[src/rtl/rect_plotter_pkg.sv]
// Shared types and constants for the rectangle rasteriser: FSM states,
// fill modes and the default sprite colours used by the game controller.
package rect_plotter_pkg;

  typedef enum logic [1:0] {
    IDLE = 2'd0,
    DRAW = 2'd1,
    DONE = 2'd2
  } state_t;

  localparam logic MODE_SOLID = 1'b0;
  localparam logic MODE_SPIKE = 1'b1;

  localparam logic [2:0] SPIKE_COLOUR = 3'b101;
  localparam logic [2:0] BG_COLOUR    = 3'b000;

endpackage

[src/rtl/rect_plotter_if.sv]
// Request/pixel bundle between the game control FSM (master) and the
// rectangle rasteriser (slave).
interface rect_plotter_if #(
  parameter int X_W      = 8,
  parameter int Y_W      = 8,
  parameter int COLOUR_W = 3
) ();

  logic                go;
  logic                abort;
  logic                mode;
  logic [X_W-1:0]      org_x;
  logic [Y_W-1:0]      org_y;
  logic [X_W-1:0]      rect_w;
  logic [Y_W-1:0]      rect_h;
  logic [COLOUR_W-1:0] fg_colour;
  logic [COLOUR_W-1:0] bg_colour;
  logic [X_W-1:0]      out_x;
  logic [Y_W-1:0]      out_y;
  logic [COLOUR_W-1:0] out_colour;
  logic                plot;
  logic                busy;
  logic                done;

  modport master (
    output go, abort, mode, org_x, org_y, rect_w, rect_h, fg_colour, bg_colour,
    input  out_x, out_y, out_colour, plot, busy, done
  );

  modport slave (
    input  go, abort, mode, org_x, org_y, rect_w, rect_h, fg_colour, bg_colour,
    output out_x, out_y, out_colour, plot, busy, done
  );

endinterface

[src/rtl/rect_plotter_spike_shader.sv]
// Spike-tooth shading: a wrapping tooth-phase counter tracks dx mod TOOTH_W
// without a divider and selects fg where dy + tooth height reaches the base row.
module spike_shader #(
  parameter int Y_W     = 8,
  parameter int TOOTH_W = 8
) (
  input  logic           clk,
  input  logic           rst_n,
  input  logic           clear_i,
  input  logic           adv_i,
  input  logic [Y_W-1:0] dy_i,
  input  logic [Y_W-1:0] h_i,
  output logic           fg_sel_o
);

  localparam int P_W = (TOOTH_W > 2) ? $clog2(TOOTH_W) : 1;
  localparam logic [P_W-1:0] P_MAX = P_W'(TOOTH_W - 1);
  localparam logic [P_W-1:0] P_ONE = P_W'(1);
  localparam logic [Y_W:0]   Y_ONE = (Y_W + 1)'(1);

  logic [P_W-1:0] phase_q, phase_d;
  logic [P_W-1:0] mirror, tri_v;
  logic [Y_W:0]   lhs, rhs;

  always_comb begin
    phase_d = phase_q;
    if (clear_i)
      phase_d = '0;
    else if (adv_i)
      phase_d = (phase_q == P_MAX) ? '0 : phase_q + P_ONE;
  end

  always_ff @(posedge clk or negedge rst_n) begin
    if (!rst_n) phase_q <= '0;
    else        phase_q <= phase_d;
  end

  // Tooth height rises then falls across the period; widen before comparing so h-1 never wraps.
  always_comb begin
    mirror   = P_MAX - phase_q;
    tri_v    = (phase_q < mirror) ? phase_q : mirror;
    lhs      = {1'b0, dy_i} + (Y_W + 1)'(tri_v);
    rhs      = {1'b0, h_i} - Y_ONE;
    fg_sel_o = (lhs >= rhs);
  end

endmodule

[src/rtl/rect_plotter.sv]
// Rectangle rasteriser: latches one request, scans it row-major at one pixel
// per clock with x clipping and optional spike fill, then pulses done.
module rect_plotter
  import rect_plotter_pkg::*;
#(
  parameter int X_W      = 8,
  parameter int Y_W      = 8,
  parameter int COLOUR_W = 3,
  parameter int SCREEN_W = 160,
  parameter int TOOTH_W  = 8
) (
  input  logic          clock,
  input  logic          resetn,
  rect_plotter_if.slave bus
);

  localparam int X1_W = X_W + 1;
  localparam logic [X_W:0]   SCREEN_LIM = X1_W'(SCREEN_W);
  localparam logic [X_W-1:0] X_ONE      = X_W'(1);
  localparam logic [Y_W-1:0] Y_ONE      = Y_W'(1);

  state_t              state_q, state_d;
  logic                mode_q, mode_d;
  logic [X_W-1:0]      org_x_q, org_x_d, w_q, w_d, dx_q, dx_d, out_x_q, out_x_d;
  logic [Y_W-1:0]      org_y_q, org_y_d, h_q, h_d, dy_q, dy_d, out_y_q, out_y_d;
  logic [COLOUR_W-1:0] fg_q, fg_d, bg_q, bg_d, colour_q, colour_d;
  logic                plot_q, plot_d, busy_q, busy_d, done_q, done_d;

  logic [X_W:0] sum_x;
  logic         row_end, last_row, accept, fg_sel;

  assign sum_x    = {1'b0, org_x_q} + {1'b0, dx_q};
  assign row_end  = (dx_q == w_q - X_ONE);
  assign last_row = (dy_q == h_q - Y_ONE);
  assign accept   = (state_q == IDLE) && bus.go;

  spike_shader #(
    .Y_W     (Y_W),
    .TOOTH_W (TOOTH_W)
  ) u_shader (
    .clk      (clock),
    .rst_n    (resetn),
    .clear_i  (accept || (state_q == DRAW && row_end)),
    .adv_i    (state_q == DRAW && !row_end),
    .dy_i     (dy_q),
    .h_i      (h_q),
    .fg_sel_o (fg_sel)
  );

  always_comb begin
    state_d  = state_q;
    mode_d   = mode_q;
    org_x_d  = org_x_q;
    org_y_d  = org_y_q;
    w_d      = w_q;
    h_d      = h_q;
    fg_d     = fg_q;
    bg_d     = bg_q;
    dx_d     = dx_q;
    dy_d     = dy_q;
    out_x_d  = out_x_q;
    out_y_d  = out_y_q;
    colour_d = colour_q;
    plot_d   = 1'b0;
    done_d   = 1'b0;
    unique case (state_q)
      IDLE: begin
        if (bus.go) begin
          mode_d  = bus.mode;
          org_x_d = bus.org_x;
          org_y_d = bus.org_y;
          w_d     = bus.rect_w;
          h_d     = bus.rect_h;
          fg_d    = bus.fg_colour;
          bg_d    = bus.bg_colour;
          dx_d    = '0;
          dy_d    = '0;
          state_d = (bus.rect_w == '0 || bus.rect_h == '0) ? DONE : DRAW;
        end
      end
      DRAW: begin
        // Abort suppresses the pixel being emitted, including the last one.
        if (bus.abort) begin
          state_d = IDLE;
        end else begin
          out_x_d  = sum_x[X_W-1:0];
          out_y_d  = org_y_q + dy_q;
          colour_d = (mode_q == MODE_SPIKE && !fg_sel) ? bg_q : fg_q;
          plot_d   = (sum_x < SCREEN_LIM);
          if (row_end) begin
            dx_d = '0;
            if (last_row) state_d = DONE;
            else          dy_d    = dy_q + Y_ONE;
          end else begin
            dx_d = dx_q + X_ONE;
          end
        end
      end
      DONE: begin
        state_d = IDLE;
        done_d  = 1'b1;
      end
      default: state_d = IDLE;
    endcase
    busy_d = (state_d == DRAW);
  end

  always_ff @(posedge clock or negedge resetn) begin
    if (!resetn) begin
      state_q  <= IDLE;
      mode_q   <= 1'b0;
      org_x_q  <= '0;
      org_y_q  <= '0;
      w_q      <= '0;
      h_q      <= '0;
      fg_q     <= '0;
      bg_q     <= '0;
      dx_q     <= '0;
      dy_q     <= '0;
      out_x_q  <= '0;
      out_y_q  <= '0;
      colour_q <= '0;
      plot_q   <= 1'b0;
      busy_q   <= 1'b0;
      done_q   <= 1'b0;
    end else begin
      state_q  <= state_d;
      mode_q   <= mode_d;
      org_x_q  <= org_x_d;
      org_y_q  <= org_y_d;
      w_q      <= w_d;
      h_q      <= h_d;
      fg_q     <= fg_d;
      bg_q     <= bg_d;
      dx_q     <= dx_d;
      dy_q     <= dy_d;
      out_x_q  <= out_x_d;
      out_y_q  <= out_y_d;
      colour_q <= colour_d;
      plot_q   <= plot_d;
      busy_q   <= busy_d;
      done_q   <= done_d;
    end
  end

  assign bus.out_x      = out_x_q;
  assign bus.out_y      = out_y_q;
  assign bus.out_colour = colour_q;
  assign bus.plot       = plot_q;
  assign bus.busy       = busy_q;
  assign bus.done       = done_q;

endmodule

[src/flat_wrapper.sv]
// flat-port wrapper written by rule: the top's interface ports become plain ports
module rect_plotter_flat import rect_plotter_pkg::*;
#(
  parameter int X_W      = 8,
  parameter int Y_W      = 8,
  parameter int COLOUR_W = 3,
  parameter int SCREEN_W = 160,
  parameter int TOOTH_W  = 8
)
  (clock, resetn, bus_go, bus_abort, bus_mode, bus_org_x, bus_org_y, bus_rect_w, bus_rect_h, bus_fg_colour, bus_bg_colour, bus_out_x, bus_out_y, bus_out_colour, bus_plot, bus_busy, bus_done);
  rect_plotter_if #(.X_W(X_W), .Y_W(Y_W), .COLOUR_W(COLOUR_W)) bus_i ();
  input  logic clock;
  input  logic resetn;
  input wire logic [$bits(bus_i.go)-1:0] bus_go;
  input wire logic [$bits(bus_i.abort)-1:0] bus_abort;
  input wire logic [$bits(bus_i.mode)-1:0] bus_mode;
  input wire logic [$bits(bus_i.org_x)-1:0] bus_org_x;
  input wire logic [$bits(bus_i.org_y)-1:0] bus_org_y;
  input wire logic [$bits(bus_i.rect_w)-1:0] bus_rect_w;
  input wire logic [$bits(bus_i.rect_h)-1:0] bus_rect_h;
  input wire logic [$bits(bus_i.fg_colour)-1:0] bus_fg_colour;
  input wire logic [$bits(bus_i.bg_colour)-1:0] bus_bg_colour;
  output wire logic [$bits(bus_i.out_x)-1:0] bus_out_x;
  output wire logic [$bits(bus_i.out_y)-1:0] bus_out_y;
  output wire logic [$bits(bus_i.out_colour)-1:0] bus_out_colour;
  output wire logic [$bits(bus_i.plot)-1:0] bus_plot;
  output wire logic [$bits(bus_i.busy)-1:0] bus_busy;
  output wire logic [$bits(bus_i.done)-1:0] bus_done;
  assign bus_i.go = bus_go;
  assign bus_i.abort = bus_abort;
  assign bus_i.mode = bus_mode;
  assign bus_i.org_x = bus_org_x;
  assign bus_i.org_y = bus_org_y;
  assign bus_i.rect_w = bus_rect_w;
  assign bus_i.rect_h = bus_rect_h;
  assign bus_i.fg_colour = bus_fg_colour;
  assign bus_i.bg_colour = bus_bg_colour;
  assign bus_out_x = bus_i.out_x;
  assign bus_out_y = bus_i.out_y;
  assign bus_out_colour = bus_i.out_colour;
  assign bus_plot = bus_i.plot;
  assign bus_busy = bus_i.busy;
  assign bus_done = bus_i.done;
  rect_plotter #(.X_W(X_W), .Y_W(Y_W), .COLOUR_W(COLOUR_W), .SCREEN_W(SCREEN_W), .TOOTH_W(TOOTH_W)) u_core (.clock(clock), .resetn(resetn), .bus(bus_i));
endmodule
[config.mk]
export PLATFORM = sky130hd
export DESIGN_NAME = rect_plotter_flat
export DESIGN_NICKNAME = d
export VERILOG_FILES = /design/src/rtl/rect_plotter_pkg.sv /design/src/rtl/rect_plotter_if.sv /design/src/rtl/rect_plotter_spike_shader.sv /design/src/rtl/rect_plotter.sv /design/src/flat_wrapper.sv
export SDC_FILE = /design/constraint.sdc
export NUM_CORES = 1
export LEC_CHECK = 0
export ABC_AREA = 1
export BUFFER_PORTS_ARGS = -buffer_cell sky130_fd_sc_hd__buf_2
export CAP_MARGIN = 20
export CORE_ASPECT_RATIO = 0.8
export CORE_UTILIZATION = 39
export CTS_CLUSTER_DIAMETER = 40
export CTS_CLUSTER_SIZE = 10
export DETAILED_ROUTE_END_ITERATION = 10
export PLACE_DENSITY = 0.56
export SETUP_SLACK_MARGIN = 0.2
export SYNTH_ARGS = -nofsm -noshare
export SYNTH_HDL_FRONTEND = slang
export SYNTH_SLANG_ARGS = --single-unit
export TNS_END_PERCENT = 5
[constraint.sdc]
create_clock -name clock -period 5.7 [get_ports clock]
set_clock_uncertainty 0.1 [all_clocks]
set_input_delay 0.285 -clock clock [delete_from_list [all_inputs] [get_ports clock]]
set_output_delay 0.285 -clock clock [all_outputs]
set_load 0.05 [all_outputs]
==> impl_metrics.tcl <==
set metrics [dict create \
    min_from "bus_org_y[7]" \
    wirelength_um 12110 \
    hold_path_class "in -> reg" \
    tightest_slew_ps 846.1 \
    cts_root_buf "clkbuf_16" \
    crit_path_start_kind "flop" \
    dp_hpwl_um 9153 \
    period_share 0.5747 \
    cts_tree "built" \
    period_needed_ps 3276 \
    drt-pass1-iter-count 5 \
    grt_pass1_vias 3992 \
    cts_buffers 9 \
    slew_violations 0 \
    crit_type "reg -> reg" \
    grt-ovfl-total 0 \
    synthCells 660 \
    syn_nets 738 \
    die_w_um 128.9 \
    die_area_mm2 0.01335 \
    io_pins 65 \
    n_antenna_cell 0 \
    endpoint "u_core.bus.out_colour[2]$_DFFE_PN0P_" \
    syn_area_mm2 0.005026 \
    routabilityCongestion 0.8524 \
    crit_family "adder cells" \
    async_flop_share 1.000 \
    seq_area_frac_synth 0.4083 \
    maxCapViolCount 0 \
    yosys.area_share.xor_xnor 0.05576 \
    finalSetupViolCount 0 \
    tns_ps 0 \
    grt_pass1_wl_um 20200 \
    synth_top_family_by_area "simple AND/OR/NAND/NOR gates" \
    crit_arrival_ps 3430 \
    cts_hold_buffers 0 \
    vias 4358 \
    cp_num_cells 16 \
    drc 0 \
    regToRegEndpoint "u_core.bus.out_colour[2]$_DFFE_PN0P_" \
    initial_core_util 0.4058 \
    layout_setup_ws_ps 2424 \
    syn_to_final_growth_pct 17.33 \
    status "finished, final reports clean" \
    routed_via_density 4.853 \
    r2r_cells 16 \
    cts_max_path_buffers 2 \
    crit_top_cell "nand2_1" \
    final_layout_size_suffix_gt1_frac 0.1458 \
    power_leakage_nw 3.039 \
    std_cell_rows 36 \
    fmax_mhz 305.3 \
    coreArea_mm2 0.01239 \
    r2r_start "u_core.u_shader.phase_q[2]$_DFFE_PN0P_" \
    slowest_stage "fa_1" \
    synth-edff-count 0 \
    pre_cts_slack_ps 2461 \
    max_stage_delay_ps 430 \
    ys_ff_latch 82 \
    synth_fa_ha_area_frac 0.09161 \
    ir_worst_vdd_uv 202.5 \
    die_y_um 103.5 \
    grt_max_degree 83 \
    io_buffers 64 \
    cts_sinks 82 \
    relSlewSlack 0.4353 \
    grtUsageTotal 0.1952 \
    syn_area_per_cell_um2 7.615 \
    timing_hold_violations_final 0 \
    rsz0062_at_grt "false" \
    grt_antenna_before_repair 0 \
    synthFlopType "dfrtp_1" \
    drt_iter0_drc 207 \
    synth_cell_types 36 \
    cts.repair.resized 0 \
    required_ps 5850 \
    h-tree-depth 3 \
    clk_latency_ps 340 \
    ant_nets 0 \
    path_cells "xor2_1 > ha_1 > inv_1 > fa_1 > nor3_1 > xor2_1 > inv_1 > ha_1 > a21oi_1 > o21a_1 > nand2_1 > nor3_1 > nand2_1 > nand2_1 > nand2_1 > o21ai_0" \
    post-cts-setup-buffers 0 \
    cp_num_buf_inv 2 \
    synth_compound_area_frac 0.07742 \
    r2r_slack_ps 2420 \
    crit_start "u_core.u_shader.phase_q[2]$_DFFE_PN0P_" \
    path_max_fanout 6 \
    end_kind "flop" \
    nNetsFinal 800 \
    pwr_density_cell_mw_per_mm2 431.8 \
    synthMuxAreaShare 0 \
    synthSimpleGateAreaFrac 0.3045 \
    post_drt_wl_per_cell_um 13.48 \
    path_clk_slew_ps 60 \
    yosys_warnings 0 \
]
cell usage in the layout, fill, tap and decap left out, types with 2 or more instances in the layout:
cell and n:
o21a_1 3, ha_1 32, buf_2 63, nor4_1 4, nand3_1 41, and2_1 2
nand3b_1 2, a21oi_1 17, dfrtp_1 82, xnor2_1 9, fa_1 3, nor3_1 9
nor2_1 47, o21ai_0 47, or2_2 3, inv_2 2, nand2_2 4, nand3_2 2
clkbuf_16 9, inv_1 62, bufinv_16 3, clkinvlp_4 2, nand4_1 11, nor2_4 2
buf_4 3, xor2_1 23, nand2_1 220, nor2_2 8
registers in the layout, summed over array words and instances, names as in the netlist, 2 cells and up:
signal                   cells
u_core.bus.out_y             8
u_core.dy_q                  8
u_core.bg_q                  3
u_core.state_q               2
u_core.u_shader.phase_q      3
u_core.dx_q                  8
u_core.h_q                   8
u_core.w_q                   8
u_core.org_y_q               8
u_core.fg_q                  3
u_core.bus.out_colour        3
u_core.org_x_q               8
u_core.bus.out_x             8
report_power, final:
part | switching [W] | internal, W
registers | 0.000140 | 0.000727
clock network | 0.000251 | 0.000433
logic | 0.000670 | 0.000326
area by class of cell:
class | count | area [um2]
Clock buffer | 9 | 225.2
Fill cell | 1213 | 6490
Tap cell | 171 | 214.0
Sequential cell | 82 | 2052
Clock inverter | 7 | 125.1
Multi-Input combinational cell | 497 | 2665
Inverter | 64 | 240.2
Timing Repair Buffer | 68 | 375.4
cell families (layout without fill, tap and decap cells):
kind of cell / count (synthesis) / count (layout)
xor+xnor: 32 / 32
flops: 82 / 82
buf+inv: 81 / 148
simple gates: 358 / 358
fa+ha+maj: 35 / 35
compound gates: 72 / 72
cell usage after synthesis, drive strengths merged (2+ instances only):
cell    count  share of area
nand2     225           0.17
dfrtp      82           0.41
inv        64          0.048
nor2       57          0.049
o21ai      47          0.047
nand3      43          0.045
ha         32          0.080
xor2       23          0.040
a21oi      18          0.020
clkbuf     13          0.010
nand4      11          0.014
nor3        9         0.0090
xnor2       9          0.016
buf         4         0.0047
nor4        4         0.0050
or2         4         0.0050
fa          3          0.012
o21a        3         0.0045
and2        2         0.0025
nand3b      2         0.0030
per-stage QoR:
step / utilization / instance area [um2] / power [W] / hold slack [ps] / instances
final: 0.4761 / 5897 / 0.002546 / 45.16 / 898
after global routing: 0.4761 / 5897 / 0.002745 / 47.79 / 898
after CTS: 0.4730 / 5859 / 0.002568 / 34.82 / 896
after detailed placement: 0.4447 / 5509 / 0.001873 / 363.7 / 880
after global placement: 0.4447 / 5509 / 0.001854 / 350.7 / 880
after floorplan: - / 5026 / 0.001600 / -110.6 / 660
worst min-delay path by stage:
| stage | to | slack, ps | depth (start not counted) |
|---|---|---|---|
| floorplan | u_core.bg_q[0]$_DFFE_PN0P_ | -110 | 0 |
| global placement | u_core.bus.out_y[0]$_DFFE_PN0P_ | 350 | 2 |
| detailed placement | u_core.bg_q[0]$_DFFE_PN0P_ | 360 | 2 |
| CTS | u_core.org_y_q[7]$_DFFE_PN0P_ | 30 | 3 |
| global route | u_core.org_x_q[5]$_DFFE_PN0P_ | 50 | 3 |
| finish | u_core.org_y_q[7]$_DFFE_PN0P_ | 50 | 3 |
worst reg2reg max path, cell delays in order, from the launching register on:
cell	delay (ps)
dfrtp_1	420
xor2_1	180
ha_1	190
inv_1	60
fa_1	430
nor3_1	300
xor2_1	190
inv_1	60
ha_1	320
a21oi_1	180
o21a_1	130
nand2_1	50
nor3_1	130
nand2_1	160
nand2_1	100
nand2_1	40
o21ai_0	140
routing by layer:
layer,GRT usage,up-vias,part of all wire
met5,0,-,0
met4,0.03529,0,0.0050
met3,0.04081,6,0.048
met2,0.2734,101,0.40
met1,0.3064,2007,0.55
li1,-,2244,-
Note: power is estimated with default switching activity, not from simulation.
